### src/rtl/seven_seg_scanner.sv
// Time-multiplexed seven-segment driver: scans NUM_DIGITS common-anode digits,
// blanks the start of every slot against ghosting, and swaps in newly loaded
// display data only at frame boundaries so a frame never mixes old and new digits.
module seven_seg_scanner #(
    parameter int NUM_DIGITS     = 8,
    parameter int REFRESH_DIV    = 100000,
    parameter int BLANK_CYCLES   = 64,
    parameter bit AN_ACTIVE_LOW  = 1'b1,
    parameter bit SEG_ACTIVE_LOW = 1'b1
) (
    input  logic                                                   clock,
    input  logic                                                   resetN,
    input  logic [4*NUM_DIGITS-1:0]                                value,
    input  logic                                                   load,
    input  logic                                                   octal_mode,
    input  logic                                                   lz_blank,
    input  logic [NUM_DIGITS-1:0]                                  digit_en,
    input  logic [NUM_DIGITS-1:0]                                  dp_in,
    output logic [NUM_DIGITS-1:0]                                  an,
    output logic [6:0]                                             seg,
    output logic                                                   dp,
    output logic [((NUM_DIGITS > 1) ? $clog2(NUM_DIGITS) : 1)-1:0] digit_idx,
    output logic                                                   frame_start
);

    localparam int IDX_W = (NUM_DIGITS > 1) ? $clog2(NUM_DIGITS) : 1;
    localparam int CNT_W = (REFRESH_DIV > 1) ? $clog2(REFRESH_DIV) : 1;
    localparam logic [CNT_W-1:0] SLOT_LAST = CNT_W'(REFRESH_DIV - 1);
    localparam logic [CNT_W-1:0] BLANK_END = CNT_W'(BLANK_CYCLES);
    localparam logic [IDX_W-1:0] IDX_LAST  = IDX_W'(NUM_DIGITS - 1);

    // Active-low {g,f,e,d,c,b,a} pattern for one hex digit.
    function automatic logic [6:0] hex_to_seg(input logic [3:0] nib);
        case (nib)
            4'h0: hex_to_seg = 7'b1000000;
            4'h1: hex_to_seg = 7'b1111001;
            4'h2: hex_to_seg = 7'b0100100;
            4'h3: hex_to_seg = 7'b0110000;
            4'h4: hex_to_seg = 7'b0011001;
            4'h5: hex_to_seg = 7'b0010010;
            4'h6: hex_to_seg = 7'b0000010;
            4'h7: hex_to_seg = 7'b1111000;
            4'h8: hex_to_seg = 7'b0000000;
            4'h9: hex_to_seg = 7'b0010000;
            4'hA: hex_to_seg = 7'b0001000;
            4'hB: hex_to_seg = 7'b0000011;
            4'hC: hex_to_seg = 7'b1000110;
            4'hD: hex_to_seg = 7'b0100001;
            4'hE: hex_to_seg = 7'b0000110;
            default: hex_to_seg = 7'b0001110;
        endcase
    endfunction

    logic [CNT_W-1:0]        slot_q, slot_d;
    logic [IDX_W-1:0]        idx_q, idx_d;
    logic                    slot_last, frame_wrap;

    logic [4*NUM_DIGITS-1:0] pend_val_q, act_val_q;
    logic [NUM_DIGITS-1:0]   pend_dp_q, act_dp_q;
    logic [NUM_DIGITS-1:0]   pend_en_q, act_en_q;

    logic [NUM_DIGITS-1:0]   an_q, an_d;
    logic [6:0]              seg_q, seg_d;
    logic                    dp_q, dp_d;
    logic                    fs_q;

    logic [3:0]              field [NUM_DIGITS];
    logic [NUM_DIGITS-1:0]   upper_nz;
    logic                    nz_acc;
    logic [3:0]              cur_field;
    logic                    cur_en, cur_dp, cur_sup, show;
    logic [NUM_DIGITS-1:0]   cur_onehot, an_on;
    logic [6:0]              seg_low;
    logic                    dp_lit;

    // Slot counter and digit index next-state; a frame wraps on the last slot of the last digit.
    always_comb begin
        slot_last  = (slot_q == SLOT_LAST);
        frame_wrap = slot_last && (idx_q == IDX_LAST);
        slot_d     = slot_last ? '0 : slot_q + CNT_W'(1);
        idx_d      = idx_q;
        if (slot_last) begin
            idx_d = (idx_q == IDX_LAST) ? '0 : idx_q + IDX_W'(1);
        end
    end

    // Scan position registers.
    // NOTE: every register uses <= so all flops update together from pre-edge values;
    // mixing in = would make results depend on block evaluation order.
    always_ff @(posedge clock or negedge resetN) begin
        if (!resetN) begin
            slot_q <= '0;
            idx_q  <= '0;
        end else begin
            slot_q <= slot_d;
            idx_q  <= idx_d;
        end
    end

    // Pending captures every load; active takes pending only at the frame wrap,
    // so a load on the wrap edge itself lands one frame later.
    always_ff @(posedge clock or negedge resetN) begin
        if (!resetN) begin
            pend_val_q <= '0;
            pend_dp_q  <= '0;
            pend_en_q  <= '0;
            act_val_q  <= '0;
            act_dp_q   <= '0;
            act_en_q   <= '0;
        end else begin
            if (load) begin
                pend_val_q <= value;
                pend_dp_q  <= dp_in;
                pend_en_q  <= digit_en;
            end
            if (frame_wrap) begin
                act_val_q <= pend_val_q;
                act_dp_q  <= pend_dp_q;
                act_en_q  <= pend_en_q;
            end
        end
    end

    // Decode the digit under the scan position, including leading-zero suppression.
    always_comb begin
        // NOTE: every variable gets a default before any conditional write,
        // otherwise an unassigned path would infer a latch.
        cur_field  = '0;
        cur_en     = 1'b0;
        cur_dp     = 1'b0;
        cur_sup    = 1'b0;
        cur_onehot = '0;
        upper_nz   = '0;
        nz_acc     = 1'b0;
        for (int i = 0; i < NUM_DIGITS; i++) begin
            field[i] = octal_mode ? {1'b0, act_val_q[3*i +: 3]} : act_val_q[4*i +: 4];
        end
        // upper_nz[i] is set when any digit at position i or above is non-zero.
        for (int i = NUM_DIGITS - 1; i >= 0; i--) begin
            nz_acc      = nz_acc | (field[i] != 4'h0);
            upper_nz[i] = nz_acc;
        end
        for (int i = 0; i < NUM_DIGITS; i++) begin
            if (idx_q == IDX_W'(i)) begin
                cur_field     = field[i];
                cur_en        = act_en_q[i];
                cur_dp        = act_dp_q[i];
                cur_sup       = lz_blank && (i != 0) && !upper_nz[i];
                cur_onehot[i] = 1'b1;
            end
        end
        show    = (slot_q >= BLANK_END) && cur_en && !cur_sup;
        an_on   = show ? cur_onehot : '0;
        an_d    = AN_ACTIVE_LOW ? ~an_on : an_on;
        seg_low = show ? hex_to_seg(cur_field) : 7'h7F;
        seg_d   = SEG_ACTIVE_LOW ? seg_low : ~seg_low;
        dp_lit  = show && cur_dp;
        dp_d    = SEG_ACTIVE_LOW ? ~dp_lit : dp_lit;
    end

    // Registered pin drives; frame_start rises on the same edge digit_idx returns to 0.
    always_ff @(posedge clock or negedge resetN) begin
        if (!resetN) begin
            an_q  <= AN_ACTIVE_LOW ? '1 : '0;
            seg_q <= SEG_ACTIVE_LOW ? 7'h7F : 7'h00;
            dp_q  <= SEG_ACTIVE_LOW;
            fs_q  <= 1'b0;
        end else begin
            an_q  <= an_d;
            seg_q <= seg_d;
            dp_q  <= dp_d;
            fs_q  <= frame_wrap;
        end
    end

    assign an          = an_q;
    assign seg         = seg_q;
    assign dp          = dp_q;
    assign digit_idx   = idx_q;
    assign frame_start = fs_q;

endmodule

### config.mk
export PLATFORM = sky130hd
export DESIGN_NAME = seven_seg_scanner
export DESIGN_NICKNAME = d
export VERILOG_FILES = /design/src/rtl/seven_seg_scanner.sv
export SDC_FILE = /design/constraint.sdc
export NUM_CORES = 1
export LEC_CHECK = 0
export ABC_AREA = 1
export BUFFER_PORTS_ARGS = -buffer_cell sky130_fd_sc_hd__buf_2
export CAP_MARGIN = 30
export CORE_MARGIN = 2
export CORE_UTILIZATION = 50
export DETAILED_ROUTE_END_ITERATION = 8
export GPL_TIMING_DRIVEN = 1
export PLACE_DENSITY_LB_ADDON = 0.08
export SYNTH_ARGS = -nofsm -noshare
export SYNTH_HDL_FRONTEND = slang
export SYNTH_SLANG_ARGS = --single-unit
### constraint.sdc
create_clock -name clock -period 2.6 [get_ports clock]
set_input_delay 0.13 -clock clock [delete_from_list [all_inputs] [get_ports clock]]
set_output_delay 0.13 -clock clock [all_outputs]
set_load 0.02 [all_outputs]
==> results of run 1 <==
[critical path, delay by kind of cell (launching register included)]
family	cells	cell delay, ns
simple gates	14	0.90
compound gates	1	0.48
flops	1	0.42
buf+inv	2	0.26
fa+ha+maj	1	0.18
[worst paths after layout]
kind                                            endpoint  cells after the start                      from
max in group asynchronous        act_en_q[4]$_DFFE_PN0P_                      3                    resetN
worst max-delay path                        dp$_DFF_PN1_                     18  digit_idx[0]$_DFFE_PN0N_
worst min register to register       slot_q[0]$_DFF_PN0_                      1       slot_q[0]$_DFF_PN0_
worst max register to register              dp$_DFF_PN1_                     18  digit_idx[0]$_DFFE_PN0N_
worst min-delay path            pend_en_q[0]$_DFFE_PN0P_                      3                      load
min in group asynchronous           slot_q[14]$_DFF_PN0_                      3                    resetN
[cell type report]
type | instances | area [um2]
clock buffers | 20 | 457
clock inverters | 12 | 82.6
fillers | 1122 | 4520
inverters | 101 | 382
multi-input cells | 519 | 2620
flip-flops and latches | 133 | 3350
well taps | 172 | 215
repair buffers | 134 | 988
[report_power, final]
part | leakage [nW] | total (mW) | switching, mW | internal (mW)
Combinational | 2.03 | 0.271 | 0.147 | 0.124
Clock | 0.262 | 2.14 | 0.883 | 1.26
Sequential | 1.70 | 2.16 | 0.0204 | 2.14
Total | 3.98 | 4.57 | 1.05 | 3.52
[per-layer routing]
layer / GRT usage (%) / up-vias
met5: 0 / -
met4: 5.80 / 0
met3: 5.43 / 13
met2: 36.0 / 86
met1: 28.4 / 2470
li1: - / 2722
[layout by cell type, fill, tap and decap left out, types with 7 or more instances in the layout]
| master | netlist | routed |
|---|---|---|
| a21oi_1 | 20 | 20 |
| buf_2 | 9 | 71 |
| buf_4 | 1 | 11 |
| clkbuf_16 | 0 | 17 |
| dfrtp_1 | 117 | 115 |
| dfstp_2 | 16 | 16 |
| dlygate4sd3_1 | 0 | 49 |
| ha_1 | 13 | 9 |
| inv_1 | 95 | 92 |
| inv_2 | 4 | 7 |
| nand2_1 | 243 | 241 |
| nand2_2 | 19 | 21 |
| nand3_1 | 26 | 25 |
| nand4_1 | 8 | 8 |
| nor2_1 | 41 | 41 |
| o21ai_0 | 65 | 65 |
| o21ai_1 | 42 | 42 |
[metrics by stage]
step | power [mW] | instances | utilization, % | hold slack [ns] | area (um2)
after floorplan | 2.30 | 782 | - | -0.166 | 6480
after global placement | 2.40 | 1008 | 55.6 | 0.166 | 7010
after detailed placement | 2.41 | 1008 | 55.6 | 0.169 | 7010
after CTS | 4.62 | 1089 | 63.7 | 0.127 | 8040
after global routing | 4.75 | 1091 | 64.2 | 0.179 | 8100
final | 4.57 | 1091 | 64.2 | 0.140 | 8100
[state kept, by name (all words and copies together), names as in the netlist, 3 cells and up]
register and flops:
act_dp_q 8, digit_idx 3, an 8, act_en_q 8
seg 7, pend_dp_q 8, act_val_q 32, pend_en_q 8
slot_q 17, pend_val_q 32
[cells by family after synthesis]
logic type      Yosys count  share of synthesized area (%)
simple gates            356                           24.1
compound gates          140                           11.6
flops                   133                           51.7
buf+inv                 130                           8.49
fa+ha+maj                13                           2.51
mux                       8                           1.35
xor+xnor                  2                          0.270
[what timing repair did]
item	4_1_cts	5_1_grt
setup endpoints to repair	0	9
gates resized for setup	0	14
buffers inserted	0	2
hold buffers	49	0
endpoints found under the hold margin	181	0
==> flow_metrics.tcl, run 1 <==
set metrics [dict create \
    report.final.slew_viol_count 0 \
    finalCritPeriodShare_pct 90.1 \
    pre_cts_ws_ns 0.120 \
    netlist_instances 782 \
    arrival_ns 2.66 \
    antenna_found_initial 0 \
    ys_seq_area_share_pct 51.7 \
    synth-seq-cells 133 \
    synth_edf_count 0 \
    fin_skew_ns 0.00810 \
    wirelength_mm 14.1 \
    cts_root_buf "clkbuf_16" \
    route.detailed.drc 0 \
    first_global_vias 5221 \
    r2r_slack_ns 0.26 \
    coreArea_mm2 0.0126 \
    die-area_mm2 0.0139 \
    dp_hpwl_mm 9.95 \
    syn2layout_area_growth_pct 24.9 \
    ys_warn_count 0 \
    crit_path_max_incr_delay_ns 0.48 \
    cp-start-kind "flip-flop" \
    maxCapViolCount 0 \
    wl_met3_um 469 \
    postRouteAntennaNets 0 \
    worst_slack_ns 0.257 \
    setup_viol 0 \
    htreeDepth 4 \
    ys_types 43 \
    wl_met1_mm 6.67 \
    critPathCaptureType "flip-flop" \
    num_antenna_cells 0 \
    initial_core_util_pct 51.4 \
    synth_common_cells "nand2_1 (243), dfrtp_1 (117), inv_1 (95), o21ai_0 (65), o21ai_1 (42)" \
    ir_worst_vdd_v 0.000469 \
    critPathMostFrequentCell "nand2_1" \
    async_flop_share_pct 100 \
    relSlewSlack_pct 61.7 \
    synth_area_mm2 0.00648 \
    ios 73 \
    leakage_nw 3.98 \
    vias_per_cell 4.85 \
    gp_congestion 0.845 \
    die_x_um 118 \
    grt.overflow.total 0 \
    cts_made_buffers 17 \
    drive_above_1_share_pct 21.0 \
    grt_pass1_wl_mm 24.3 \
    worstPathMaxFanout 16 \
    clkTransAtPathRegs_ns 0.06 \
    cp_slowest_cell "a21oi_4" \
    rsz0062_at_grt "no" \
    path_cells "buf_4 -> ha_4 -> inv_2 -> nor2_8 -> nand2_1 -> nor2_1 -> nand2_1 -> nand2_1 -> nand2_1 -> nand2_1 -> nand2_1 -> nand2_1 -> nand2_1 -> nand2_1 -> nand2_1 -> nand2_1 -> a21oi_4 -> nand2_1" \
    drtIter0Drc 315 \
    hold_violations 0 \
    synth-main-ff-cell "dfrtp_1" \
    worst_skew_pair.late_latency_ns 0.42 \
    route.met2.wl_mm 6.75 \
    synth_top_cell_area_share_pct 45.2 \
    rows 41 \
    synth_most_common_cell "nand2_1" \
    drt_first_pass_iters 5 \
    worst_pin_slew_ns 0.573 \
    final_nets 972 \
    path_class "reg2reg" \
    die_h_um 118 \
    grt_max_degree 79 \
    avgSynthCellArea_um2 8.29 \
    setup_tns_ns 0 \
    required_ns 2.91 \
    synth_nets 848 \
    tritoncts "done" \
    wl_per_cell_um 12.9 \
    synth_top_cell_by_area "dfrtp_1" \
    hold_class "in2reg" \
    max_freq_ghz 0.427 \
    vias 5291 \
    highest_layer "met4" \
    cts.sinks 133 \
    clock_path_buffers 2 \
    globalRouteTotalUtil_pct 21.7 \
    fin_crit_ns 2.34 \
    p_per_area_mw_per_mm2 565 \
    port_buffers 72 \
    outcome "complete, no violations" \
    synth.area.top_cells "dfrtp_1 (45%), nand2_1 (14%), dfstp_2 (6.5%)" \
]
(Power assumes the default switching activity.)
==> run 2: changes to the inputs <==
--- a/config.mk
+++ b/config.mk
@@ -13,6 +13,8 @@
 export DETAILED_ROUTE_END_ITERATION = 8
 export GPL_TIMING_DRIVEN = 1
 export PLACE_DENSITY_LB_ADDON = 0.08
+export REMOVE_ABC_BUFFERS = 1
+export SKIP_CTS_REPAIR_TIMING = 1
 export SYNTH_ARGS = -nofsm -noshare
 export SYNTH_HDL_FRONTEND = slang
 export SYNTH_SLANG_ARGS = --single-unit
==> run 2 against run 1 <==
  * Wire length increased by 1.1%
  * Design area increased by 1.6%
  * Worst setup slack got worse by 0.051 ns
  * Count of clock-buffer cells in the layout unchanged
  * Sequential share of layout area decreased by 0.68 points
  * Largest power group is now clock
  * Register-to-register slack got worse by 0.05 ns
  * Largest cell class unchanged
  * Highest routed layer unchanged
  * Sequential power about the same
  * Fmax decreased by 2.1%
  * Die area unchanged
  * Global-route usage decreased by 0.61 points
==> flow_metrics.tcl, run 2 (same netlist as run 1, synthesis figures left out) <==
set metrics [dict create \
    finalCritPeriodShare_pct 92.1 \
    reg.largest.list "act_val_q (32), pend_val_q (32), slot_q (17)" \
    cts_root_buf "clkbuf_16" \
    required_ns 2.93 \
    final_cells 1099 \
    final_nets 980 \
    crit_path_max_incr_delay_ns 0.45 \
    p_per_area_mw_per_mm2 590 \
    grt.overflow.total 0 \
    ir_worst_vdd_v 0.000486 \
    max_freq_ghz 0.418 \
    syn2layout_area_growth_pct 27.0 \
    maxCapViolCount 0 \
    placed_cells 1013 \
    setup_tns_ns 0 \
    htreeDepth 4 \
    die_h_um 118 \
    outcome "complete, no violations" \
    arrival_ns 2.72 \
    fin_skew_ns 0.00783 \
    tritoncts "done" \
    clkTransAtPathRegs_ns 0.06 \
    worstPathMaxFanout 8 \
    postRouteAntennaNets 0 \
    rows 41 \
    wl_per_cell_um 12.9 \
    critPathMostFrequentCell "nand2_1" \
    fin_crit_ns 2.39 \
    route.detailed.drc 0 \
    port_buffers 72 \
    cts.sinks 133 \
    layout_common_cells "nand2_1 (241), dfrtp_1 (116), inv_1 (89), buf_2 (71), o21ai_0 (65)" \
    worst_skew_pair.late_latency_ns 0.42 \
    worst_pin_slew_ns 0.613 \
    die-area_mm2 0.0139 \
    fill_cells 1111 \
    initial_core_util_pct 51.4 \
    drtIter0Drc 360 \
    cts_made_buffers 17 \
    grt_max_degree 48 \
    die_x_um 118 \
    drt_first_pass_iters 5 \
    report.final.slew_viol_count 0 \
    coreArea_mm2 0.0126 \
    gp_congestion 0.884 \
    leakage_nw 4.04 \
    hold_violations 0 \
    wirelength_mm 14.2 \
    globalRouteTotalUtil_pct 21.1 \
    grt_pass1_wl_mm 23.5 \
    hold_class "in2async" \
    first_global_vias 4923 \
    cp_top_family "simple AND/OR/NAND/NOR gates" \
    final_common_cell "nand2_1" \
    cp-start-kind "flip-flop" \
    vias_per_cell 4.88 \
    path_class "reg2reg" \
    clock_path_buffers 2 \
    fin_total_pwr_mw 4.85 \
    path_buf_inv 4 \
    num_antenna_cells 0 \
    critPathCaptureType "flip-flop" \
    path_cells "inv_2 -> ha_2 -> inv_1 -> nor2_4 -> inv_4 -> nor2_1 -> nor2_1 -> nand2_1 -> nand2_1 -> nand2_1 -> nand2_1 -> nand2_1 -> nand2_2 -> inv_2 -> ha_2 -> nand3_1 -> nor2_1 -> nor2_1 -> nand2_2" \
    r2r_start "digit_idx[0]$_DFFE_PN0N_" \
    crit_path_start "digit_idx[0]$_DFFE_PN0N_" \
    cp_slowest_cell "dfrtp_2" \
    drive_above_1_share_pct 22.2 \
    vias 5366 \
    ios 73 \
    dp_hpwl_mm 9.93 \
    setup_viol 0 \
    relSlewSlack_pct 59.0 \
    antenna_found_initial 0 \
]
[run 2: path summary, 6_finish.rpt]
kind                       cells after the start                    endpoint  slack (ns)
setup / recovery                              19            seg[1]$_DFF_PN1_        0.21
hold / removal                                 2         slot_q[2]$_DFF_PN0_        0.22
min in group clock                             3  pend_val_q[19]$_DFFE_PN0P_        0.23
setup reg to reg                              19            seg[1]$_DFF_PN1_        0.21
hold reg to reg                                1         slot_q[0]$_DFF_PN0_        0.49
max in group asynchronous                      3            seg[5]$_DFF_PN1_        1.60
[run 2: power by group]
part           switching [mW]  leakage (nW)  total (mW)  internal [mW]
clock network           0.886         0.290        2.42           1.53
logic                   0.149          2.05       0.277          0.128
registers              0.0212          1.70        2.16           2.14
total                    1.06          4.04        4.85           3.80
[run 2: cell type report]
class / count / area (um2) / share of cell area, %
clock buffers: 20 / 447 / 5.43
multi-input cells: 519 / 2640 / 32.1
repair buffers: 142 / 1040 / 12.6
clock inverters: 12 / 155 / 1.88
inverters: 101 / 388 / 4.71
flip-flops and latches: 133 / 3350 / 40.7
well taps: 172 / 215 / 2.61
[run 2: metal layers]
metal / track usage, % / wire [um] / share of wire (%)
met1: 29.1 / 6710 / 47
met2: 32.0 / 6600 / 46
met3: 5.43 / 672 / 4.7
met4: 7.98 / 229 / 1.6
met5: 0 / 0 / 0
[run 2: stage by stage]
| step | utilization (%) | hold WS [ns] | worst slack (ns) | cell area [um2] |
|---|---|---|---|---|
| after floorplan | - | -0.166 | 0.111 | 6310 |
| after global placement | 55.8 | 0.139 | 0.174 | 7040 |
| after detailed placement | 55.8 | 0.146 | 0.0797 | 7040 |
| after CTS | 60.5 | -0.312 | 0.0611 | 7640 |
| after global routing | 65.2 | 0.262 | -0.00308 | 8230 |
| final | 65.2 | 0.223 | 0.206 | 8230 |
==> run 3: changes to the inputs <==
--- a/config.mk
+++ b/config.mk
@@ -6,11 +6,11 @@
 export NUM_CORES = 1
 export LEC_CHECK = 0
 export ABC_AREA = 1
-export BUFFER_PORTS_ARGS = -buffer_cell sky130_fd_sc_hd__buf_2
 export CAP_MARGIN = 30
 export CORE_MARGIN = 2
 export CORE_UTILIZATION = 50
 export DETAILED_ROUTE_END_ITERATION = 8
+export DONT_BUFFER_PORTS = 1
 export GPL_TIMING_DRIVEN = 1
 export PLACE_DENSITY_LB_ADDON = 0.08
 export REMOVE_ABC_BUFFERS = 1
==> constraint.sdc (replaced) <==
create_clock -name clock -period 2.93 [get_ports clock]
set_input_delay 0.1465 -clock clock [delete_from_list [all_inputs] [get_ports clock]]
set_output_delay 0.1465 -clock clock [all_outputs]
set_load 0.02 [all_outputs]
==> run 3 against run 2 <==
  * The flow now finishes with violations (negative hold slack)
  * Register-to-register slack improved by 0.17 ns
  * Flip-flop and latch count unchanged
  * Combinational power decreased by 40%
==> flow_metrics.tcl, run 3 (same netlist as run 1, synthesis figures left out) <==
set metrics [dict create \
    outcome "complete, but fails checks" \
    drt_first_pass_iters 6 \
    globalRouteTotalUtil_pct 20.7 \
    grt_max_degree 134 \
    leakage_nw 3.75 \
    ios 73 \
    pre_cts_ws_ns 0.367 \
    first_global_vias 4848 \
    path_buf_inv 2 \
    report.final.slew_viol_count 0 \
    cp_top_family "simple AND/OR/NAND/NOR gates" \
    antenna_found_initial 0 \
    intPower_mw 3.53 \
    whs_ns -0.579 \
    maxCapViolCount 0 \
    cts_root_buf "clkbuf_16" \
    critPathMostFrequentCell "nand2_1" \
    cp_slowest_cell "dfrtp_1" \
    vias 5034 \
    switching_share_pct 20.1 \
    failed_checks "negative hold slack" \
    p_clk_share_pct 52.8 \
    worst_skew_pair.late_latency_ns 0.42 \
    worstPathMaxFanout 10 \
    die_h_um 118 \
    port_buffers 0 \
    postRouteAntennaNets 0 \
    p_per_area_mw_per_mm2 570 \
    coreArea_mm2 0.0126 \
    clock_path_buffers 2 \
    path_cells "ha_1 -> ha_1 -> inv_1 -> nor2_1 -> nor2_1 -> nand2_1 -> nand2_1 -> nand2_1 -> nand2_1 -> nand2_1 -> inv_1 -> ha_1 -> nand3_1 -> nor2_1 -> nor2_1 -> nand2_2" \
    hold_class "in2async" \
    gp_congestion 0.855 \
    path_class "reg2reg" \
    initial_core_util_pct 51.4 \
    drive_above_1_share_pct 12.3 \
    fin_skew_ns 0.0155 \
    cts_made_buffers 17 \
    rsz0062_at_grt "no" \
    syn2layout_area_growth_pct 19.5 \
    relSlewSlack_pct 58.5 \
    p_sw_mw 0.886 \
    cts.sinks 133 \
    vias_per_cell 4.98 \
    final_common_cell "nand2_1" \
    route.detailed.drc 0 \
    fin_crit_ns 2.56 \
    htreeDepth 4 \
    hold_violations 133 \
    wirelength_mm 13.7 \
    drtIter0Drc 293 \
    required_ns 3.25 \
    rows 41 \
    setup_tns_ns 0 \
    p_seq_share_pct 43.4 \
    fill_cells 1146 \
    ir_worst_vdd_v 0.000781 \
    finalCritPeriodShare_pct 87.3 \
    crit_path_max_incr_delay_ns 0.42 \
    tritoncts "done" \
    cp-start-kind "flip-flop" \
    wl_per_cell_um 13.5 \
    dp_hpwl_mm 9.23 \
    max_freq_ghz 0.391 \
    setup_viol 0 \
    num_antenna_cells 0 \
    die-area_mm2 0.0139 \
    arrival_ns 2.88 \
    grt.overflow.total 0 \
    die_x_um 118 \
    critPathCaptureType "flip-flop" \
    reg.largest.list "act_val_q (32), pend_val_q (32), slot_q (17)" \
    pwr-share-comb_pct 3.7 \
    grt_pass1_wl_mm 23.2 \
    layout_common_cells "nand2_1 (243), dfrtp_1 (117), inv_1 (95), o21ai_0 (65), dlygate4sd3_1 (48)" \
    worst_slack_ns 0.373 \
    clkTransAtPathRegs_ns 0.06 \
    worst_pin_slew_ns 0.622 \
    final_nets 893 \
]
-- run 3: cell types whose count changed in the layout (fill, tap and decap cells not counted), moves of 4 or more --
cell / previous run / this run
inv_1: 89 / 95
inv_2: 8 / 4
buf_2: 71 / 0
ha_1: 6 / 13
buf_4: 20 / 5
ha_2: 5 / 0
-- run 3: metal layers --
metal,GRT usage [%],vias up,part of all wire (%)
li1,-,2558,-
met2,33.2,129,48
met4,7.30,0,1.6
met5,0,-,0
met3,5.18,16,3.8
met1,27.4,2331,47
-- run 3: power groups by stage --
stage,clock network (mW),registers [mW],logic [mW]
finish,2.33,1.92,0.166
CTS,2.37,1.92,0.0956
global route,2.46,1.92,0.189
floorplan,0,1.94,0.0742
global placement,0,1.95,0.0913
detailed placement,0,1.95,0.0948
-- run 3: layout make-up --
class | instances | area [um2] | share of cell area [%]
well taps | 172 | 215 | 2.78
multi-input cells | 519 | 2580 | 33.3
flip-flops and latches | 133 | 3350 | 43.2
inverters | 101 | 382 | 4.92
clock inverters | 12 | 201 | 2.60
repair buffers | 55 | 566 | 7.30
clock buffers | 19 | 453 | 5.85
-- run 3: final timing paths --
path,start,end,slack (ns),cells past startpoint
max,digit_idx[0]$_DFFE_PN0N_,seg[1]$_DFF_PN1_,0.37,16
min,resetN,act_val_q[10]$_DFFE_PN0P_,-0.58,0
max reg2reg,digit_idx[0]$_DFFE_PN0N_,seg[1]$_DFF_PN1_,0.37,16
min reg2reg,slot_q[0]$_DFF_PN0_,slot_q[0]$_DFF_PN0_,0.49,1
max in group asynchronous,resetN,an[6]$_DFF_PN1_,3.25,0
min in group clock,load,pend_dp_q[6]$_DFFE_PN0P_,0.12,3
-- run 3: stage by stage --
stage,std cells,utilization [%],power (mW),cell area [um2]
after floorplan,753,-,2.02,6310
after global placement,931,52.2,2.04,6590
after detailed placement,931,52.2,2.05,6590
after CTS,962,57.4,4.39,7240
after global routing,1011,61.4,4.57,7750
final,1011,61.4,4.42,7750
